$ cat src/rtl/kernel_seidel_2d_pkg.sv
// Shared types and constants for the seidel-2d address generator.
// No logic, so no latency of its own.
// No backpressure of its own; the users of these types apply stall handling.
package kernel_seidel_2d_pkg;

    localparam int I_W         = 10;
    localparam int N_W         = 11;
    localparam int ADDR_W      = 20;
    localparam int T_W         = 8;

    localparam int N_DEF       = 1000;
    localparam int TSTEPS_DEF  = 20;
    localparam int MUL_LAT_DEF = 3;

    typedef enum logic [1:0] {
        ST_IDLE  = 2'd0,
        ST_RUN   = 2'd1,
        ST_DRAIN = 2'd2,
        ST_DONE  = 2'd3
    } state_t;

    // One issued iteration. It travels alongside its product through the multiplier.
    typedef struct packed {
        logic           vld;
        logic [I_W-1:0] j;
        logic [T_W-1:0] t;
        logic           last;
    } tag_t;

endpackage

$ cat src/rtl/seidel_2d_loop_ctr.sv
// t/i/j loop nest for the stencil sweep, with j innermost and i/j running 1..N-2.
// The counters step one iteration per cycle when step_i is high.
// Holding step_i low freezes the nest, so a stall loses no iteration.
module seidel_2d_loop_ctr
    import kernel_seidel_2d_pkg::*;
#(
    parameter int N      = N_DEF,
    parameter int TSTEPS = TSTEPS_DEF
) (
    input  logic           clk,
    input  logic           reset,
    input  logic           clr_i,
    input  logic           step_i,
    output logic [I_W-1:0] i_o,
    output logic [I_W-1:0] j_o,
    output logic [T_W-1:0] t_o,
    output logic           last_o
);

    localparam logic [I_W-1:0] IJ_MAX = (N > 2) ? I_W'(N - 2) : I_W'(1);
    localparam logic [T_W-1:0] T_MAX  = (TSTEPS > 0) ? T_W'(TSTEPS - 1) : '0;

    logic [I_W-1:0] i_q, i_d, j_q, j_d;
    logic [T_W-1:0] t_q, t_d;
    logic           j_wrap, i_wrap, t_wrap;

    assign j_wrap = (j_q == IJ_MAX);
    assign i_wrap = (i_q == IJ_MAX);
    assign t_wrap = (t_q == T_MAX);

    // Advance the nest. A full wrap returns to (0,1,1), so the next sweep starts clean.
    always_comb begin
        i_d = i_q;
        j_d = j_q;
        t_d = t_q;
        if (step_i) begin
            if (j_wrap) begin
                j_d = I_W'(1);
                if (i_wrap) begin
                    i_d = I_W'(1);
                    t_d = t_wrap ? '0 : t_q + 1'b1;
                end else begin
                    i_d = i_q + 1'b1;
                end
            end else begin
                j_d = j_q + 1'b1;
            end
        end
    end

    // Counter registers.
    always_ff @(posedge clk) begin
        if (reset || clr_i) begin
            i_q <= I_W'(1);
            j_q <= I_W'(1);
            t_q <= '0;
        end else begin
            i_q <= i_d;
            j_q <= j_d;
            t_q <= t_d;
        end
    end

    assign i_o    = i_q;
    assign j_o    = j_q;
    assign t_o    = t_q;
    assign last_o = j_wrap & i_wrap & t_wrap;

endmodule

$ cat src/rtl/kernel_seidel_2d_addr_gen.sv
// Drives the i*N multiplier and emits centre-cell addresses i*N+j (optional SEIDEL_ADDR_NEIGH_EN: also the N/S neighbours).
// The first addr_valid appears MUL_LAT+1 cycles after start; after that, one address per cycle.
// When addr_valid is high and addr_ready is low, mul_ce drops, which freezes the counters, the tags and the multiplier.
module kernel_seidel_2d_addr_gen
    import kernel_seidel_2d_pkg::*;
#(
    parameter int N       = N_DEF,
    parameter int TSTEPS  = TSTEPS_DEF,
    parameter int MUL_LAT = MUL_LAT_DEF
) (
    input  logic              clk,
    input  logic              reset,
    input  logic              start,
    output logic              busy,
    output logic              done,
    output logic [I_W-1:0]    mul_a,
    output logic [N_W-1:0]    mul_b,
    output logic              mul_ce,
    input  logic [ADDR_W-1:0] mul_p,
    output logic [ADDR_W-1:0] addr_o,
    output logic [T_W-1:0]    t_o,
    output logic              last_o,
    output logic              addr_valid,
    input  logic              addr_ready
`ifdef SEIDEL_ADDR_NEIGH_EN
    ,
    output logic [ADDR_W-1:0] addr_n_o,
    output logic [ADDR_W-1:0] addr_s_o
`endif
);

    // A sweep with no interior cells or no time steps produces no words.
    localparam bit HAS_WORK = (TSTEPS > 0) && (N >= 3);

    state_t         state_q, state_d;
    logic           issue;
    logic [I_W-1:0] ctr_i, ctr_j;
    logic [T_W-1:0] ctr_t;
    logic           ctr_last;
    logic [I_W-1:0] mul_a_q;
    tag_t           iss_q;
    tag_t           dl_q [MUL_LAT];
    tag_t           tail;

    assign tail   = dl_q[MUL_LAT-1];
    assign mul_ce = ~(addr_valid & ~addr_ready);

    // The first iteration issues on the same edge that accepts start.
    assign issue = mul_ce & ((state_q == ST_RUN) |
                             ((state_q == ST_IDLE) & start & HAS_WORK));

    seidel_2d_loop_ctr #(
        .N      (N),
        .TSTEPS (TSTEPS)
    ) u_loop_ctr (
        .clk    (clk),
        .reset  (reset),
        .clr_i  (state_q == ST_DONE),
        .step_i (issue),
        .i_o    (ctr_i),
        .j_o    (ctr_j),
        .t_o    (ctr_t),
        .last_o (ctr_last)
    );

    // Sweep FSM: next state plus the busy/done flags.
    always_comb begin
        state_d = state_q;
        busy    = 1'b0;
        done    = 1'b0;
        case (state_q)
            ST_IDLE: begin
                if (start) begin
                    if (!HAS_WORK) begin
                        state_d = ST_DONE;
                    end else if (ctr_last) begin
                        state_d = ST_DRAIN;
                    end else begin
                        state_d = ST_RUN;
                    end
                end
            end
            ST_RUN: begin
                busy = 1'b1;
                if (issue && ctr_last) begin
                    state_d = ST_DRAIN;
                end
            end
            ST_DRAIN: begin
                busy = 1'b1;
                if (addr_valid && addr_ready && last_o) begin
                    state_d = ST_DONE;
                end
            end
            ST_DONE: begin
                done    = 1'b1;
                state_d = ST_IDLE;
            end
            default: state_d = ST_IDLE;
        endcase
    end

    // State register.
    always_ff @(posedge clk) begin
        if (reset) begin
            state_q <= ST_IDLE;
        end else begin
            state_q <= state_d;
        end
    end

    // Issue stage: i goes to the multiplier while its tag enters the tag pipeline.
    always_ff @(posedge clk) begin
        if (reset) begin
            mul_a_q <= '0;
            iss_q   <= '0;
        end else if (mul_ce) begin
            if (issue) begin
                mul_a_q <= ctr_i;
                iss_q   <= '{vld: 1'b1, j: ctr_j, t: ctr_t, last: ctr_last};
            end else begin
                iss_q   <= '0;
            end
        end
    end

    // Tag delay line: MUL_LAT deep, so the tail lines up with mul_p.
    always_ff @(posedge clk) begin
        if (reset) begin
            for (int k = 0; k < MUL_LAT; k++) begin
                dl_q[k] <= '0;
            end
        end else if (mul_ce) begin
            dl_q[0] <= iss_q;
            for (int k = 1; k < MUL_LAT; k++) begin
                dl_q[k] <= dl_q[k-1];
            end
        end
    end

    assign mul_a      = mul_a_q;
    assign mul_b      = N_W'(N);
    assign addr_valid = tail.vld;
    assign t_o        = tail.t;
    assign last_o     = tail.vld & tail.last;
    // Gate with valid so stale products never show on the bus.
    assign addr_o     = tail.vld ? (mul_p + ADDR_W'(tail.j)) : '0;

`ifdef SEIDEL_ADDR_NEIGH_EN
    assign addr_n_o   = tail.vld ? (addr_o - ADDR_W'(N)) : '0;
    assign addr_s_o   = tail.vld ? (addr_o + ADDR_W'(N)) : '0;
`endif

endmodule
$ cat config.mk
export PLATFORM = sky130hd
export DESIGN_NAME = kernel_seidel_2d_addr_gen
export DESIGN_NICKNAME = d
export VERILOG_FILES = /design/src/rtl/kernel_seidel_2d_pkg.sv /design/src/rtl/seidel_2d_loop_ctr.sv /design/src/rtl/kernel_seidel_2d_addr_gen.sv
export SDC_FILE = /design/constraint.sdc
export NUM_CORES = 1
export LEC_CHECK = 0
export CAP_MARGIN = 10
export CORE_MARGIN = 10
export CORE_UTILIZATION = 35
export DETAILED_ROUTE_END_ITERATION = 8
export PLACE_DENSITY = 0.66
export SLEW_MARGIN = 10
export SYNTH_ARGS = -nofsm -noshare
export SYNTH_HDL_FRONTEND = slang
export SYNTH_SLANG_ARGS = --single-unit
export TNS_END_PERCENT = 1
$ cat constraint.sdc
create_clock -name clk -period 4.85 [get_ports clk]
set_input_delay 0.7275 -clock clk [delete_from_list [all_inputs] [get_ports clk]]
set_output_delay 0.7275 -clock clk [all_outputs]
set_load 0.02 [all_outputs]
==> results of run 1 <==
path summary, 6_finish.rpt:
check,start,slack [ns],endpoint
setup / recovery,mul_p[0],0.42,addr_o[16]
setup reg to reg,dl_q[0][59],1.75,dl_q[0][18]
hold reg to reg,iss_q[19],0.44,iss_q[19]
hold / removal,iss_q[19],0.44,iss_q[19]
cell families (layout without fill, tap and decap cells):
| family | count (synthesis) | count (layout) | synth area share, % |
|---|---|---|---|
| flip-flops | 120 | 120 | 52.3 |
| XOR/XNOR | 28 | 28 | 4.27 |
| buffers and inverters | 56 | 114 | 4.93 |
| AND/OR/NAND/NOR | 237 | 237 | 22.3 |
| adder cells (fa/ha/maj) | 21 | 21 | 4.71 |
| other | 2 | 11 | 0.131 |
| multiplexers | 9 | 9 | 1.57 |
| AO/OA/AOI/OAI | 79 | 79 | 9.79 |
cells in the mapped netlist, drive strengths merged (4+ instances only):
cell type	count
a21boi	4
and3	65
or3	7
nor2b	4
a21o	4
nor4	11
xor2	11
nand2b	8
edfxtp	60
nand3	19
nor2	34
nand4	14
and2	8
dfxtp	60
inv	10
buf	21
ha	20
clkbuf	25
o21ai	10
nor3	7
a21oi	30
xnor2	17
mux2i	9
nand2	48
a22o	8
a32o	9
registers in the layout (all words and copies together), names as in the netlist:
signal,flops
dl_q,60
u_loop_ctr.j_o,10
mul_a,10
state_q,2
iss_q,20
u_loop_ctr.t_o,8
u_loop_ctr.i_o,10
per-layer routing:
layer / routed length [microns] / vias up / part of all wire (%)
met4: 91 / 0 / 0.77
met3: 636 / 8 / 5.4
li1: - / 2105 / -
met2: 5210 / 105 / 44
met5: 0 / - / 0
met1: 5910 / 1963 / 50
critical path, delay by kind of cell:
kind / cells / cell delay, ns
AOI/OAI and AO/OA: 5 / 1.08
adders and majority gates: 2 / 0.66
buffers and inverters: 3 / 1.22
final cells by class:
cell class	instances	area, sq um	area share [%]
clock buffer	17	425	6.03
clock inverter	15	126	1.79
inverter	10	37.5	0.532
multi-input combinational	385	2490	35.3
sequential	120	3000	42.5
tap	216	270	3.83
timing repair buffer	72	706	10.0
power by group through the flow:
stage / Combinational (mW) / Clock, mW / Sequential, mW
6_report: 0.422 / 1.15 / 1.16
5_1_grt: 0.471 / 1.22 / 1.16
4_1_cts: 0.426 / 1.17 / 1.16
3_5_place_dp: 0.424 / 0 / 1.18
3_3_place_gp: 0.404 / 0 / 1.17
2_1_floorplan: 0.299 / 0 / 1.17
stage by stage:
stage / worst slack (ns) / utilization, % / hold slack [ns] / instances
after floorplan: 1.26 / - / 0.418 / 561
after global placement: 0.498 / 40.7 / 0.424 / 803
after detailed placement: 0.462 / 40.7 / 0.433 / 803
after CTS: 0.446 / 44.1 / 0.446 / 835
after global routing: 0.342 / 44.1 / 0.464 / 835
final: 0.418 / 44.1 / 0.444 / 835
==> summary.txt, run 1 <==
Status: complete, no violations
Starting density of the core: 35.9%
Type of the tightest min-delay check: reg2reg
Total power: 2.73 mW
Die Wd: 148 microns
GR Util met1: 13.7%
First-pass GRT wire length: 19700 microns
CP max-delay cell: clkdlybuf4s50_1
Total CTS buffers: 17
Leading post-synthesis cells by cell area: edfxtp_1 (31%), dfxtp_1 (21%), and3_1 (7.1%)
Final Hold Viols: 0
Post-Route WL: 11800 microns
Antenna-violating nets left: 0
Clock share of power: 42.2%
WHS Path Cells: 1
Area after DPL: 6500 sq um
Synth area leader: edfxtp_1
Routed wire length per instance: 14.2 microns
Max capacitance violation total: 0
Area growth syn-to-layout: 23.0%
Most Crowded Layer GR: met2
Number of DRC markers in iteration 0: 245
Combinational fraction of design power: 15.5%
Most common cell after layout, fill and taps aside: clkdlybuf4s50_1
Seq/Total Area, Yosys: 52.3%
Final number of setup-violating endpoints: 0
VDD IR-drop max: 0.199 mV
Critical path capture point type: output pin
# fillers: 1520
Top-Level Pins: 78
Final Cell Area: 7060 sq um
# resized after CTS: 0
Post-synth top flop: edfxtp_1
Worst stage delay on the critical path: 0.64 ns
Period utilization: 91.4%
Hold-fix buffers, CTS: 0
Fin Clk Skew: 0.00956 ns
Die ar.: 21900 sq um
Critical path arrival: 3.70 ns
Area share of the largest cell type after synthesis: 31.4%
Number of remaining DRC errors: 0
Share of cells above drive strength 1: 7.59%
PortBufs: 66
Clk_lat worst skew: 0.40 ns
Internal: 1.98 mW
#FFs+latches synth: 120
Diode count: 0
Worst-Margin Slew: 1.17 ns
WP data required: 4.12 ns
Post-synth EDFFs: 60
DR vias/cell: 5.01
Vias: 4181
Total track usage: 10.7%
Deepest clock path buffer count: 2
Startpoint Class: input port
Num Clock Sinks: 120
Sw Share: 27.3%
GR Util met3: 3.79%
Initial antenna violation count: 0
Final Net Count: 651
RSZ-0062 raised after global routing: no
Mapped cell area: 5740 sq um
Critical path class: in2out
Max-slew violations: 0
Postcts setup bufs: 0
Switching pwr: 0.745 mW
Number of global-route vias before repair: 4072
Met2 Use GR: 16.6%
Async S/R FF share, synth: 0%
Post-DP HPWL: 8230 microns
Yosys warnings: 0
Seq pwr share: 42.4%
Die Height: 148 microns
Drt first pass iters: 4
Gate Count Post-Synth: 552
Fmax: 226 MHz
Worst-path fanout max: 8
Most frequent cells in the layout: clkdlybuf4s50_1 (66), and3_1 (65), edfxtp_1 (60), dfxtp_1 (60), nand2_1 (48)
Root Buffer: clkbuf_16
Relative slew slack: 21.8%
Htree depth: 4
Worst R2R Path Depth: 6
Largest net degree at the start of global routing: 70
Synth unique cells: 52
Setup TNS Final: 0 ns
Row count: 46
Core Area: 16000 sq um
Clk pin slew, worst setup/hold paths: 0.06 ns
Routability cong.: 0.824
Tmin final: 4.43 ns
Avg Inst Size Synth: 10.4 sq um
CTS tree: done
Cells along the critical path: clkdlybuf4s50_1, ha_1, fa_1, a211oi_1, o21ai_0, a41oi_1, buf_4, o21ai_0, a21boi_0, clkdlybuf4s50_1
GR Overflow Total: 0
Pwr dens: 387 nW/um^2
Leak: 2.88 nW
(Power assumes the default switching activity.)
==> run 2: changes to the inputs <==
- CORE_UTILIZATION: 35 -> 55
- PLACE_DENSITY: 0.66 -> 0.91
- RECOVER_POWER: unset -> 25
- clock period: 4.85 -> 4.3 ns (I/O delays scaled with it)
==> run 2 against run 1 <==
Compared with the run above: core utilization up 24 points; total power up 17%; register-to-register slack worse by 1.0 ns; count of clock-buffer cells in the layout up 1; largest cell class unchanged; largest power group is now the clock network; highest routed layer unchanged.
==> summary.txt, run 2 (synthesis gave the netlist of run 1 again) <==
FF-to-FF Start: dl_q[0][59]
Final Hold Viols: 0 (unchanged)
Number of global-route vias before repair: 4362 (+7.1%)
Area growth syn-to-layout: 22.1%
Tmin final: 4.15 ns
Area after DPL: 6410 sq um (-1.4%)
Clk pin slew, worst setup/hold paths: 0.06 ns (about the same)
Max FFs per register: 60 (unchanged)
Switching pwr: 0.856 mW (+15%)
Seq pwr share: 41.1% (-1.3 points)
RSZ-0062 raised after global routing: yes
WP data required: 3.65 ns (-0.47 ns)
CTS tree: done
Most common cell after layout, fill and taps aside: and3_1
Htree depth: 4 (unchanged)
Total CTS buffers: 17 (unchanged)
VDD IR-drop max: 0.373 mV (+88%)
Reg2reg setup slack: 0.73 ns (-1.02 ns)
Min-delay src: mul_a[2]
Starting density of the core: 56.1% (+20 points)
Internal: 2.32 mW (+17%)
Diode count: 0 (unchanged)
Top-Level Pins: 78 (unchanged)
Largest net degree at the start of global routing: 70 (unchanged)
Fmax: 241 MHz
R2r endpoint: dl_q[0][37]
Die Wd: 122 microns (-17%)
Total track usage: 17.0% (+6.3 points)
Combinational fraction of design power: 15.0% (-0.5 points)
Worst-Margin Slew: 1.18 ns (+0.00809 ns)
Final Net Count: 652 (+0.15%)
Leak: 3.02 nW (+4.8%)
PortBufs: 66 (unchanged)
Max capacitance violation total: 0 (unchanged)
Largest register by flop count: dl_q
Vias: 4405 (+5.4%)
Total power: 3.18 mW (+17%)
Clk_lat worst skew: 0.52 ns (+0.12 ns)
GR Overflow Total: 0 (unchanged)
Critical path class: in2out
Antenna-violating nets left: 0 (unchanged)
Deepest clock path buffer count: 2 (unchanged)
DR vias/cell: 5.83 (+16%)
Num Clock Sinks: 120 (unchanged)
Post-Route WL: 12600 microns (+6.7%)
Fin Clk Skew: 0.0120 ns (+0.00241 ns)
Period utilization: 96.6%
Die ar.: 14900 sq um (-32%)
Post-DP HPWL: 8430 microns (+2.4%)
Number of remaining DRC errors: 0 (unchanged)
Status: complete, no violations
Startpoint Class: input port
Worst-path fanout max: 8 (unchanged)
Critical path capture point type: output pin
Sw Share: 26.9% (-0.37 points)
Relative slew slack: 21.0% (-0.72 points)
Clock share of power: 43.9% (+1.7 points)
Hold Crit Endpoint: mul_a[2]
Worst R2R Path Depth: 7 (+1)
Hold-fix buffers, CTS: 0 (unchanged)
Type of the tightest min-delay check: reg2reg
Initial antenna violation count: 0 (unchanged)
Final Cell Area: 7010 sq um (-0.71%)
Routed wire length per instance: 16.7 microns (+18%)
WHS Path Cells: 2 (+1)
Number of DRC markers in iteration 0: 541 (+120%)
Die Height: 122 microns (-17%)
Max-slew violations: 0 (unchanged)
Share of cells above drive strength 1: 7.42% (-0.17 points)
Largest regs: dl_q x60, iss_q x20
Routability cong.: 0.854 (+3.6%)
Row count: 37 (-20%)
Pwr dens: 454 nW/um^2 (+17%)
Critical path arrival: 3.51 ns (-0.19 ns)
Most frequent cells in the layout: and3_1 (65), edfxtp_1 (60), dfxtp_1 (60)
Drt first pass iters: 5 (+1)
Core Area: 10200 sq um (-36%)
Hold slack final: 0.457 ns (+0.0136 ns)
Final number of setup-violating endpoints: 0 (unchanged)
First-pass GRT wire length: 20800 microns (+5.6%)
Root Buffer: clkbuf_8
[run 2: changes by cell type in the layout (fill, tap and decap cells not counted), sizes merged]
| cell | change |
|---|---|
| clkinvlp | +2 |
| clkdlybuf4s50 | -22 |
| clkinv | -3 |
| inv | -2 |
| clkbuf | +4 |
| buf | -2 |
| dlygate4sd3 | +18 |
| dlymetal6s2s | +4 |
| bufinv | +2 |
[run 2: worst max-delay path: stages]
cell and delay, ns:
clkdlybuf4s50_1 0.40, ha_1 0.25, fa_1 0.45, a211oi_2 0.29
o21ai_0 0.20, a41oi_1 0.25, buf_4 0.17, xnor2_1 0.11
and2_1 0.13, clkdlybuf4s50_1 0.60
[run 2: worst max path at each step]
stage / from / end / slack (ns) / cells past startpoint
after floorplan: mul_p[0] / addr_o[12] / 0.88 / 7
after detailed placement: mul_p[0] / addr_o[12] / 0.03 / 10
final: mul_p[0] / addr_o[10] / 0.15 / 10
after CTS: mul_p[0] / addr_o[12] / 0.005 / 10
after global placement: mul_p[0] / addr_o[12] / 0.14 / 10
after global routing: mul_p[0] / addr_o[10] / -0.004 / 10
[run 2: timing repair]
action                     CTS  global route
setup endpoints to repair    0             5
buffers inserted             0             0
resized for setup            0             5
[run 2: layer usage]
layer / vias up / global-route usage (%) / wire [microns]
li1: 2105 / - / -
met1: 2078 / 19.0 / 5160
met2: 185 / 29.7 / 6180
met3: 37 / 5.83 / 1050
met4: 0 / 5.96 / 252
met5: - / 0 / 0
[run 2: power by group through the flow]
stage / combinational (mW) / sequential [mW] / clock [mW]
2_1_floorplan: 0.337 / 1.32 / 0
3_3_place_gp: 0.448 / 1.32 / 0
3_5_place_dp: 0.474 / 1.33 / 0
4_1_cts: 0.481 / 1.31 / 1.42
5_1_grt: 0.528 / 1.31 / 1.47
6_report: 0.478 / 1.31 / 1.40
[run 2: stage by stage]
stage	setup slack [ns]	util, %	TNS (ns)	cells
2_1_floorplan	0.875	-	0	561
3_5_place_dp	0.0293	62.7	0	724
4_1_cts	0.00458	68.5	0	756
5_1_grt	-0.00404	68.5	-0.00404	756
6_report	0.145	68.5	0	756
3_3_place_gp	0.136	62.7	0	724
[run 2: layout make-up]
class	count	area, sq um
Clock inverter	14	174
Inverter	10	37.5
Multi-Input combinational cell	385	2490
Timing Repair Buffer	73	713
Sequential cell	120	3000
Clock buffer	18	418
Tap cell	136	170
Fill cell	729	3220
==> run 3: changes to the inputs <==
- CTS_CLUSTER_SIZE: unset -> 25
- SKIP_LAST_GASP: unset -> 1
==> run 3 against run 2 <==
Compared with the run above: combinational power about the same; sequential share of layout area is essentially flat; sequential cell count unchanged; worst setup slack is essentially flat; fmax is essentially flat; core utilization shrank 0.073 points; total power about the same; non-clock buffer count stayed put; sequential power hardly changed; highest routed layer unchanged.
==> summary.txt, run 3 (synthesis gave the netlist of run 1 again) <==
Most frequent cells in the layout: and3_1 (65), edfxtp_1 (60), dfxtp_1 (60)
Row count: 37 (unchanged)
Largest register by flop count: dl_q
Number of remaining DRC errors: 0 (unchanged)
Htree depth: 4 (unchanged)
Final number of setup-violating endpoints: 0 (unchanged)
WP data required: 3.65 ns (about the same)
Worst-path fanout max: 8 (unchanged)
Routability cong.: 0.854 (unchanged)
Routed wire length per instance: 16.7 microns (-0.19%)
Drt first pass iters: 5 (unchanged)
Leak: 2.96 nW (-1.8%)
Die Height: 122 microns (unchanged)
Clk_lat worst skew: 0.51 ns (about the same)
Max-slew violations: 0 (unchanged)
Number of global-route vias before repair: 4362 (unchanged)
Initial antenna violation count: 0 (unchanged)
CTS tree: done
Post-Route WL: 12600 microns (-0.19%)
Number of DRC markers in iteration 0: 534 (-1.3%)
Area after DPL: 6410 sq um (unchanged)
Fin Clk Skew: 0.00570 ns (-0.00627 ns)
Die ar.: 14900 sq um (unchanged)
Reg2reg setup slack: 0.76 ns (+0.03 ns)
Final Net Count: 652 (unchanged)
DR vias/cell: 5.81 (-0.25%)
Max FFs per register: 60 (unchanged)
Share of cells above drive strength 1: 7.42% (unchanged)
Top-Level Pins: 78 (unchanged)
Largest net degree at the start of global routing: 70 (unchanged)
Critical path class: in2out
Final Cell Area: 7000 sq um (-0.11%)
RSZ-0062 raised after global routing: yes
PortBufs: 66 (unchanged)
Num Clock Sinks: 120 (unchanged)
Max capacitance violation total: 0 (unchanged)
First-pass GRT wire length: 20800 microns (unchanged)
Diode count: 0 (unchanged)
Area growth syn-to-layout: 22.0%
Total CTS buffers: 17 (unchanged)
Dpl cells: 724 (unchanged)
Pwr dens: 454 nW/um^2 (+0.16%)
Type of the tightest min-delay check: reg2reg
Fmax: 241 MHz (about the same)
VDD IR-drop max: 0.374 mV (+0.23%)
Core Util, Final: 68.4% (-0.073 points)
Final Hold Viols: 0 (unchanged)
Deepest clock path buffer count: 2 (unchanged)
Hold slack final: 0.457 ns (-0.00000100 ns)
Clk pin slew, worst setup/hold paths: 0.06 ns (about the same)
Relative slew slack: 20.7% (-0.36 points)
Antenna-violating nets left: 0 (unchanged)
Non-Filler Instances: 756 (unchanged)
Status: complete, no violations
Post-DP HPWL: 8430 microns (unchanged)
Largest regs: dl_q x60, iss_q x20
Startpoint Class: input port
Worst-Margin Slew: 1.19 ns (+0.00537 ns)
Critical path capture point type: output pin
Period utilization: 96.6% (about the same)
Tmin final: 4.15 ns (-0.000458 ns)
Die Wd: 122 microns (unchanged)
Total track usage: 17.0% (unchanged)
Starting density of the core: 56.1% (unchanged)
Core Area: 10200 sq um (unchanged)
Final worst slack: 0.146 ns (+0.000458 ns)
Vias: 4394 (-0.25%)
Worst slack, placed: 0.0293 ns (unchanged)
Most common cell after layout, fill and taps aside: and3_1
Critical path arrival: 3.51 ns (about the same)
GR Overflow Total: 0 (unchanged)
Postcts setup bufs: 0 (unchanged)
Root Buffer: clkbuf_8
## run 3: cell types whose count changed in the layout (fill, tap and decap cells not counted), sizes merged
| cell | before | now |
|---|---|---|
| clkdlybuf4s50 | 44 | 47 |
| dlymetal6s2s | 4 | 1 |
## run 3: timing repair
item                                    CTS  global route
endpoints found under the setup margin    0             5
hold buffers                              0             0
gates resized for setup                   0             2
## run 3: worst paths after layout
| check | from | to | depth (start not counted) |
|---|---|---|---|
| setup / recovery | mul_p[0] | addr_o[14] | 10 |
| hold / removal | mul_a[2] | mul_a[2] | 2 |
| setup reg to reg | dl_q[0][59] | dl_q[0][37] | 7 |
| hold reg to reg | mul_a[2] | mul_a[2] | 2 |
## run 3: area by class of cell
class / instances / area (sq um)
flip-flops and latches: 120 / 3000
clock inverters: 14 / 174
clock buffers: 18 / 418
multi-input cells: 385 / 2490
fillers: 731 / 3230
repair buffers: 73 / 706
well taps: 136 / 170
inverters: 10 / 37.5
## run 3: critical path, stage by stage
cell and delay (ns):
clkdlybuf4s50_1 0.40, ha_1 0.25, fa_1 0.45, a211oi_2 0.28
o21ai_0 0.19, a41oi_1 0.25, buf_4 0.17, o21ai_0 0.07
a21boi_0 0.16, clkdlybuf4s50_1 0.63
## run 3: metrics by stage
step                      TNS (ns)  power [mW]
after floorplan                  0        1.65
after global placement           0        1.77
after detailed placement         0        1.80
after CTS                        0        3.20
after global routing        -0.142        3.31
final                            0        3.18
## run 3: power breakdown
group / total (mW) / internal [mW] / switching [mW] / leakage [nW]
clock: 1.40 / 0.885 / 0.512 / 0.278
sequential: 1.31 / 1.26 / 0.0481 / 1.22
combinational: 0.478 / 0.181 / 0.298 / 1.47
## run 3: metal layers
layer	global-route usage, %	share of wire (%)
met1	19.0	41
met2	29.7	50
met3	5.83	8.1
met4	5.96	1.8
met5	0	0
